`config.mk`:
```
export PLATFORM = sky130hd
export DESIGN_NAME = execute_stage
export DESIGN_NICKNAME = d
export VERILOG_FILES = /design/src/rtl/alu_pkg.sv /design/src/rtl/reg_file_16.sv /design/src/rtl/execute_stage.sv
export SDC_FILE = /design/constraint.sdc
export NUM_CORES = 1
export LEC_CHECK = 0
export CAP_MARGIN = 10
export CORE_MARGIN = 2
export CORE_UTILIZATION = 48
export CTS_BUF_LIST = sky130_fd_sc_hd__clkbuf_16
export DETAILED_ROUTE_END_ITERATION = 10
export PLACE_DENSITY = 0.72
export SYNTH_ARGS = -nofsm -noshare
export SYNTH_HDL_FRONTEND = slang
export SYNTH_SLANG_ARGS = --single-unit
```
`constraint.sdc`:
```
create_clock -name CLK -period 4.4 [get_ports CLK]
set_input_delay 0.44 -clock CLK [delete_from_list [all_inputs] [get_ports CLK]]
set_output_delay 0.44 -clock CLK [all_outputs]
set_load 0.005 [all_outputs]
```
`src/rtl/alu_pkg.sv`:
```
// Shared ALU/decoder definitions: op encodings, default width, operand helpers.
package alu_pkg;

  localparam int unsigned DEF_WIDTH = 16;

  typedef enum logic [3:0] {
    OP_ADD = 4'd0,
    OP_SUB = 4'd1,
    OP_SLT = 4'd2,
    OP_AND = 4'd3,
    OP_OR  = 4'd4,
    OP_XOR = 4'd5
  } alu_op_e;

  // Instruction-class opcodes as emitted by the decoder
  localparam logic [3:0] INSN_ALU  = 4'h0;
  localparam logic [3:0] INSN_ALUI = 4'h1;
  localparam logic [3:0] INSN_NOP  = 4'hF;

  function automatic logic op_legal(input logic [3:0] op);
    return op <= OP_XOR;
  endfunction

  // Arithmetic ops take a signed immediate, logical ops a zero-extended one
  function automatic logic imm_signed(input logic [3:0] op);
    return (op == OP_ADD) || (op == OP_SUB) || (op == OP_SLT);
  endfunction

  function automatic logic add_ovf(input logic sa, input logic sb, input logic sr);
    return (sa == sb) && (sr != sa);
  endfunction

  function automatic logic sub_ovf(input logic sa, input logic sb, input logic sr);
    return (sa != sb) && (sr != sa);
  endfunction

endpackage

```
`src/rtl/reg_file_16.sv`:
```
// 16-entry register file: two operand read ports, debug read, one write port, R0 = 0.
module reg_file_16 import alu_pkg::*; #(
  parameter int unsigned WIDTH = DEF_WIDTH
) (
  input  logic             CLK,
  input  logic             RST,
  input  logic             we,
  input  logic [3:0]       waddr,
  input  logic [WIDTH-1:0] wdata,
  input  logic [3:0]       ra_addr,
  output logic [WIDTH-1:0] ra_data,
  input  logic [3:0]       rb_addr,
  output logic [WIDTH-1:0] rb_data,
  input  logic [3:0]       dbg_addr,
  output logic [WIDTH-1:0] dbg_data
);

  logic [WIDTH-1:0] regs [16];

  always_ff @(posedge CLK) begin
    if (RST) begin
      for (int unsigned i = 0; i < 16; i++) regs[i] <= '0;
    end else if (we && (waddr != 4'd0)) begin
      regs[waddr] <= wdata;
    end
  end

  always_comb begin
    ra_data  = (ra_addr  == 4'd0) ? '0 : regs[ra_addr];
    rb_data  = (rb_addr  == 4'd0) ? '0 : regs[rb_addr];
    dbg_data = (dbg_addr == 4'd0) ? '0 : regs[dbg_addr];
  end

endmodule

```
`src/rtl/execute_stage.sv`:
```
// Execute stage: operand read with write-back forwarding, ALU, one-cycle result register, write-back.
module execute_stage import alu_pkg::*; #(
  parameter int unsigned WIDTH  = DEF_WIDTH,
  parameter bit          FWD_EN = 1'b1
) (
  input  logic             CLK,
  input  logic             RST,
  input  logic             in_valid,
  input  logic             in_imm,
  input  logic [3:0]       in_op,
  input  logic [3:0]       in_a,
  input  logic [3:0]       in_b,
  input  logic [3:0]       in_c,
  input  logic             hold,
  output logic             in_ready,
  output logic             res_valid,
  output logic [WIDTH-1:0] res_data,
  output logic [3:0]       res_dst,
  output logic             res_ovf,
  output logic             res_zero,
  input  logic [3:0]       dbg_addr,
  output logic [WIDTH-1:0] dbg_data
);

  logic [WIDTH-1:0] ra_data, rb_data, op_a, op_b, imm_ext, result;
  logic [WIDTH-1:0] sum, diff;
  logic             ovf, wb_en, accept, fwd_a, fwd_b;

  assign in_ready = !hold;
  assign accept   = in_valid && !hold;
  assign wb_en    = res_valid && !hold;

  reg_file_16 #(.WIDTH(WIDTH)) u_rf (
    .CLK      (CLK),
    .RST      (RST),
    .we       (wb_en),
    .waddr    (res_dst),
    .wdata    (res_data),
    .ra_addr  (in_a),
    .ra_data  (ra_data),
    .rb_addr  (in_b),
    .rb_data  (rb_data),
    .dbg_addr (dbg_addr),
    .dbg_data (dbg_data)
  );

  // Writing back on this same edge, so the register file still holds the stale value
  assign fwd_a = FWD_EN && res_valid && (res_dst != 4'd0) && (res_dst == in_a);
  assign fwd_b = FWD_EN && res_valid && (res_dst != 4'd0) && (res_dst == in_b) && !in_imm;

  always_comb begin
    imm_ext = {{(WIDTH-4){imm_signed(in_op) & in_b[3]}}, in_b};
    op_a    = fwd_a ? res_data : ra_data;
    op_b    = in_imm ? imm_ext : (fwd_b ? res_data : rb_data);
    sum     = op_a + op_b;
    diff    = op_a - op_b;
    result  = '0;
    ovf     = 1'b0;
    case (in_op)
      OP_ADD: begin
        result = sum;
        ovf    = add_ovf(op_a[WIDTH-1], op_b[WIDTH-1], sum[WIDTH-1]);
      end
      OP_SUB: begin
        result = diff;
        ovf    = sub_ovf(op_a[WIDTH-1], op_b[WIDTH-1], diff[WIDTH-1]);
      end
      OP_SLT:  result = {{(WIDTH-1){1'b0}}, ($signed(op_a) < $signed(op_b))};
      OP_AND:  result = op_a & op_b;
      OP_OR:   result = op_a | op_b;
      OP_XOR:  result = op_a ^ op_b;
      default: result = '0;
    endcase
  end

  always_ff @(posedge CLK) begin
    if (RST) begin
      res_valid <= 1'b0;
      res_data  <= '0;
      res_dst   <= '0;
      res_ovf   <= 1'b0;
      res_zero  <= 1'b0;
    end else if (!hold) begin
      res_valid <= accept && op_legal(in_op);
      if (accept && op_legal(in_op)) begin
        res_data <= result;
        res_dst  <= in_c;
        res_ovf  <= ovf;
        res_zero <= (result == '0);
      end
    end
  end

endmodule

```
==> results_dict.tcl, run 1 <==
set metrics [dict create \
    antenna_cells 0 \
    synth_simple_gate_area_share_pct 15.3 \
    postRouteAntennaNets 0 \
    synth-compound-area-share_pct 10.0 \
    track_usage_pct 30.3 \
    fillerInstances 3244 \
    die_w_um 208 \
    htreeDepth 2 \
    clkSinkCount 279 \
    hold_viol_final 0 \
    mostFrequentLayoutCells "buf_4 (266), edfxtp_1 (256), and2_1 (248)" \
    wl_per_cell_um 27.2 \
    root_buffer "clkbuf_16" \
    synth_async_sr_flop_share_pct 0 \
    cts_tree "done" \
    ctsLongestPathBuffers 3 \
    floorplan.initialDensity_pct 48.7 \
    status "finished, final reports clean" \
    seqPwrFrac_pct 39.3 \
    cp_data_required_time_ns 4.86 \
    dp_hpwl_um 46100 \
    crit_fanout 3 \
    yosysTopAreaCell "edfxtp_1" \
    wirelength_um 65800 \
    antenna_found_initial 1 \
    drtPass1Iterations 5 \
    seq_area_um2 8150 \
    synth_xor_area_share_pct 0.396 \
    endpoint_kind "flop" \
    hp-class "in2reg" \
    slew_viol_final 0 \
    numPortBuffers 64 \
    synth_edf_count 256 \
    viasPerCell 6.57 \
    vias 15900 \
    gp_congestion 0.926 \
    die_h_um 208 \
    nets 1940 \
    period_needed_ns 4.26 \
    synth_ff_type "edfxtp_1" \
    setup_ws_ns 0.137 \
    worst_slew_pin_slew_ns 1.31 \
    swShare_pct 29.0 \
    drive_above_1_share_pct 32.8 \
    irDropWorstVdd_v 0.000238 \
    core-area_um2 40900 \
    first_iter_violations 2091 \
    critPathKind "reg2reg" \
    fin_crit_sh_pct 96.9 \
    ys_seq_elements 279 \
    netlist_area_um2 19900 \
    clockPowerShare_pct 34.7 \
    fin_hold_ws_ns 0.406 \
    layout_commonest_cell "buf_4" \
    ys_seq_area_share_pct 40.9 \
    synth_top_family_by_area "multiplexers" \
    dieArea_um2 43100 \
    io-pin-count 65 \
    combPwrFrac_pct 26.0 \
    relSlewSlack_pct 12.5 \
    leakage_nw 9.32 \
    row_count 74 \
    p_switching_w 0.00227 \
    grt_max_degree 48 \
    drc 0 \
    clk_pin_slew_ns 0.06 \
    dp_slack_ns -0.600 \
    skew_ns 0.0265 \
    grt_first_pass_wirelength_um 99100 \
    rsz0062_at_grt "yes" \
    multi_input_area_um2 11200 \
    synth_top_area_share_pct 38.6 \
    power.total_w 0.00782 \
    worstSetupStartpointType "flop" \
    muxShareOfSynthArea_pct 25.6 \
    syn_area_per_cell_um2 12.3 \
    powerDensity_nw_per_um2 323 \
    cts_buffers 34 \
    syn_inst 1618 \
    areaGrowthSynthToFinish_pct 21.5 \
    fmax_mhz 235 \
    maxCapViolCount 0 \
    synth_adder_area_share_pct 3.22 \
    yosysWarnings 0 \
    setup_viol 0 \
    grt.overflow.total 0 \
    netlist-cell-type-count 92 \
    clk_latency_ns 0.55 \
    grt_pass1_vias 16100 \
    worstPathArrival_ns 4.72 \
    synth_area_leaders "edfxtp_1 (39%), mux4_2 (23%), and2_1 (7.8%)" \
    cts_hold_buf 0 \
    p_int_w 0.00555 \
]
==> layout make-up <==
| cell class | instances | share of cell area, % |
|---|---|---|
| clock buffer | 35 | 3.62 |
| clock inverter | 26 | 0.729 |
| inverter | 51 | 0.791 |
| multi-input combinational | 1153 | 46.2 |
| sequential | 279 | 33.7 |
| tap | 532 | 2.75 |
| timing repair buffer | 346 | 12.2 |
==> state kept, by name, indices dropped and copies added, names as in the netlist <==
signal	count
res_zero	1
res_valid	1
res_ovf	1
res_dst	4
res_data	16
u_rf.regs	256
==> routing by layer <==
metal	wire (um)	GRT usage, %	share of wire, %
met1	24500	39.8	37
met3	6880	5.76	10
met5	10	0	0.015
met4	3230	15.5	4.9
met2	31200	48.4	47
==> what timing repair did <==
item,in CTS,in global routing
setup endpoints to repair,3,9
buffers inserted,5,4
pin swaps,11,21
resized for setup,11,27
==> synth_stat cells, drive strengths merged, types with 4 or more instances <==
cell      n
o31ai     5
a211oi   31
ha       48
o32ai     7
o22ai    10
mux4    206
nor2     90
nor4     10
nand3    12
a31oi     6
a21oi    90
or2       8
buf      64
a21o      8
inv      51
o21a      5
a221oi    4
o211ai    4
o21ai    48
nor2b    39
o211a     6
nand2    62
xnor2     8
o41ai     4
mux2i    45
nand2b    9
or3       7
nand4     8
and2    248
a22o     15
edfxtp  256
and3      8
dfxtp    23
or4       4
clkbuf   86
nor3     19
a211o     6
==> metrics by stage <==
stage	setup TNS (ns)	cell area, um2	util, %	std cells
6_report	0	24200	59.1	2422
5_1_grt	-0.130	24200	59.1	2422
4_1_cts	0	24000	58.7	2416
3_5_place_dp	-2.44	22900	55.8	2350
3_3_place_gp	-2.06	22900	55.8	2350
2_1_floorplan	0	20000	-	1633
==> worst paths after layout <==
kind	depth (start not counted)	end	slack, ns	startpoint
max	16	res_data[10]	0.14	u_rf.regs[0][0]
min	2	res_dst[3]	0.41	RST
max reg2reg	16	res_data[10]	0.14	u_rf.regs[0][0]
min reg2reg	2	res_data[0]	0.51	res_data[0]
==> power groups by stage <==
stage          clock, W  sequential (W)  combinational, W
2_1_floorplan         0         0.00309           0.00111
3_3_place_gp          0         0.00311           0.00189
3_5_place_dp          0         0.00312           0.00191
4_1_cts         0.00274         0.00307           0.00195
5_1_grt         0.00283         0.00308           0.00215
6_report        0.00272         0.00307           0.00203
==> worst max-delay path: stages (launching register included) <==
cell,delay (ns)
edfxtp_1,0.44
mux4_2,0.48
mux4_2,0.51
mux2i_1,0.18
a21oi_2,0.10
ha_2,0.21
fa_2,0.42
a21o_1,0.24
a221oi_4,0.30
o211a_1,0.27
nor4b_2,0.29
o32ai_2,0.15
buf_4,0.16
buf_4,0.13
nor2_1,0.11
a21oi_1,0.06
nor2_1,0.11
==> cell families after synthesis <==
kind of cell,after synthesis
AO/OA/AOI/OAI,287
flip-flops,279
buffers and inverters,201
AND/OR/NAND/NOR,540
other,1
adder cells (fa/ha/maj),50
multiplexers,251
XOR/XNOR,9
(Power assumes the default switching activity.)
==> inputs of run 2 (changes only) <==
Settings changed: CORE_UTILIZATION 48 to 38, PLACE_DENSITY 0.72 to 0.61.
==> run 2 against run 1 <==
Core utilization fell by 12 points. Clock-buffer cell count stayed put. Sequential cell count unchanged. Via count is 3.2% lower. Design area is 0.43% higher. Critical path depth is the same. Clock power up 2%. Cell count up 5.4%. Power rose by 0.58%. First-iteration DRC count down 3.6%. Setup slack got worse by 0.021 ns. Worst hold slack lost 0.13 ns. Critical endpoint is now res_zero. Highest routed layer is now met4.
==> results_dict.tcl, run 2 (synthesis results as in run 1) <==
set metrics [dict create \
    status "finished, final reports clean" \
    cp_common_cell "mux4_2" \
    crit_path_top_delay_cell "mux4_2" \
    setup.worst_path.start "u_rf.regs[11][0]" \
    clkSinkCount 279 \
    clk_latency_ns 0.55 \
    io-pin-count 65 \
    crit_fanout 3 \
    crit_chain "mux4_2 -> mux4_2 -> mux2i_1 -> a21oi_2 -> ha_2 -> fa_2 -> a21o_1 -> a221oi_4 -> o211a_1 -> buf_4 -> a31o_2 -> o32a_1 -> o21a_1 -> o2111a_1 -> nand4_1 -> o21ai_1" \
    fin_crit_sh_pct 97.3 \
    floorplan.initialDensity_pct 38.7 \
    irDropWorstVdd_v 0.000189 \
    drc 0 \
    grt.overflow.total 0 \
    track_usage_pct 25.4 \
    period_needed_ns 4.28 \
    fillerInstances 4601 \
    largestRegisters "u_rf.regs x256, res_data x16, res_dst x4" \
    hp-class "in2reg" \
    dp_hpwl_um 49300 \
    powerDensity_nw_per_um2 324 \
    worstSetupStartpointType "flop" \
    fin_tns_setup_ns 0 \
    fmax_mhz 233 \
    dp_cells 2493 \
    grt_first_pass_wirelength_um 102000 \
    nets 1927 \
    hold_depth 2 \
    hp-start "RST" \
    rr_startpoint "u_rf.regs[11][0]" \
    grt_max_degree 37 \
    drtPass1Iterations 6 \
    setup_viol 0 \
    core-area_um2 51500 \
    first_iter_violations 2015 \
    cts_buffers 35 \
    gp_congestion 0.912 \
    cts_tree "done" \
    slew_viol_final 0 \
    largest_reg_flops 256 \
    areaGrowthSynthToFinish_pct 22.1 \
    drive_above_1_share_pct 32.6 \
    cts_hold_buf 0 \
    max_stage_delay_ns 0.52 \
    clk_pin_slew_ns 0.06 \
    wl_per_cell_um 26.7 \
    die_h_um 233 \
    rrSetupSlack_ns 0.12 \
    regMostFlops "u_rf.regs" \
    holdPathEnd "res_dst[3]" \
    placed_area_um2 23100 \
    leakage_nw 9.24 \
    worstPathArrival_ns 4.77 \
    cp_data_required_time_ns 4.89 \
    reg2reg_depth 16 \
    root_buffer "clkbuf_16" \
    viasPerCell 6.03 \
    power.total_w 0.00787 \
    dieArea_um2 54200 \
    relSlewSlack_pct 18.2 \
    stdcell_count 2553 \
    row_count 83 \
    regToRegEndpoint "res_zero" \
    final_cell_area_um2 24300 \
    critPathKind "reg2reg" \
    maxCapViolCount 0 \
    htreeDepth 2 \
    numPortBuffers 64 \
    postRouteAntennaNets 0 \
    fin_hold_ws_ns 0.274 \
    grt_pass1_vias 15400 \
    ctsLongestPathBuffers 3 \
    die_w_um 233 \
    mostFrequentLayoutCells "edfxtp_1 (256), and2_1 (248), buf_4 (248)" \
    endpoint_kind "flop" \
    skew_ns 0.0185 \
    antenna_found_initial 2 \
    hold_viol_final 0 \
    worst_slew_pin_slew_ns 1.22 \
    layout_commonest_cell "edfxtp_1" \
    wirelength_um 68100 \
    antenna_cells 0 \
    vias 15400 \
]
==> run 2: what timing repair did <==
item / CTS / global route
resized for setup: 13 / 19
endpoints found under the setup margin: 2 / 5
pin swaps: 6 / 18
buffers inserted: 2 / 1
==> run 2: cell type report <==
class                   count  area, um2  share of cell area [%]
well taps                 680        851                    3.50
repair buffers            332       2890                    11.9
clock inverters            23        186                   0.767
multi-input cells        1153      11200                    45.9
clock buffers              35        876                    3.60
inverters                  51        191                   0.788
flip-flops and latches    279       8150                    33.5
==> run 2: critical path: cells and delay by family, from the launching register on <==
| family | cells | cell delay (ns) |
|---|---|---|
| fa+ha+maj | 2 | 0.59 |
| buf+inv | 1 | 0.13 |
| flops | 1 | 0.45 |
| compound gates | 9 | 1.77 |
| mux | 3 | 1.21 |
| simple gates | 1 | 0.10 |
==> run 2: worst max path at each step <==
stage | cells past startpoint | to
2_1_floorplan | 18 | res_zero
3_3_place_gp | 16 | res_zero
3_5_place_dp | 16 | res_zero
4_1_cts | 15 | res_zero
5_1_grt | 16 | res_zero
6_report | 16 | res_zero
==> run 2: layer usage <==
| layer | global-route usage [%] | routed length, um | vias up |
|---|---|---|---|
| li1 | - | - | 6686 |
| met1 | 34.7 | 27800 | 7865 |
| met2 | 41.5 | 32600 | 730 |
| met3 | 4.69 | 5950 | 111 |
| met4 | 6.97 | 1820 | 0 |
| met5 | 0 | 0 | - |
==> run 2: through the flow <==
stage	worst slack, ns	util [%]
global route	-0.0127	47.2
CTS	0.0159	47.0
global placement	-0.462	44.8
floorplan	0.00150	-
finish	0.117	47.2
detailed placement	-0.513	44.8
==> run 2: power breakdown <==
group          leakage (nW)  total, W  switching, W  internal, W
combinational          5.87   0.00201       0.00103     0.000984
sequential             2.82   0.00308     0.0000866      0.00299
clock                 0.552   0.00278       0.00117      0.00162
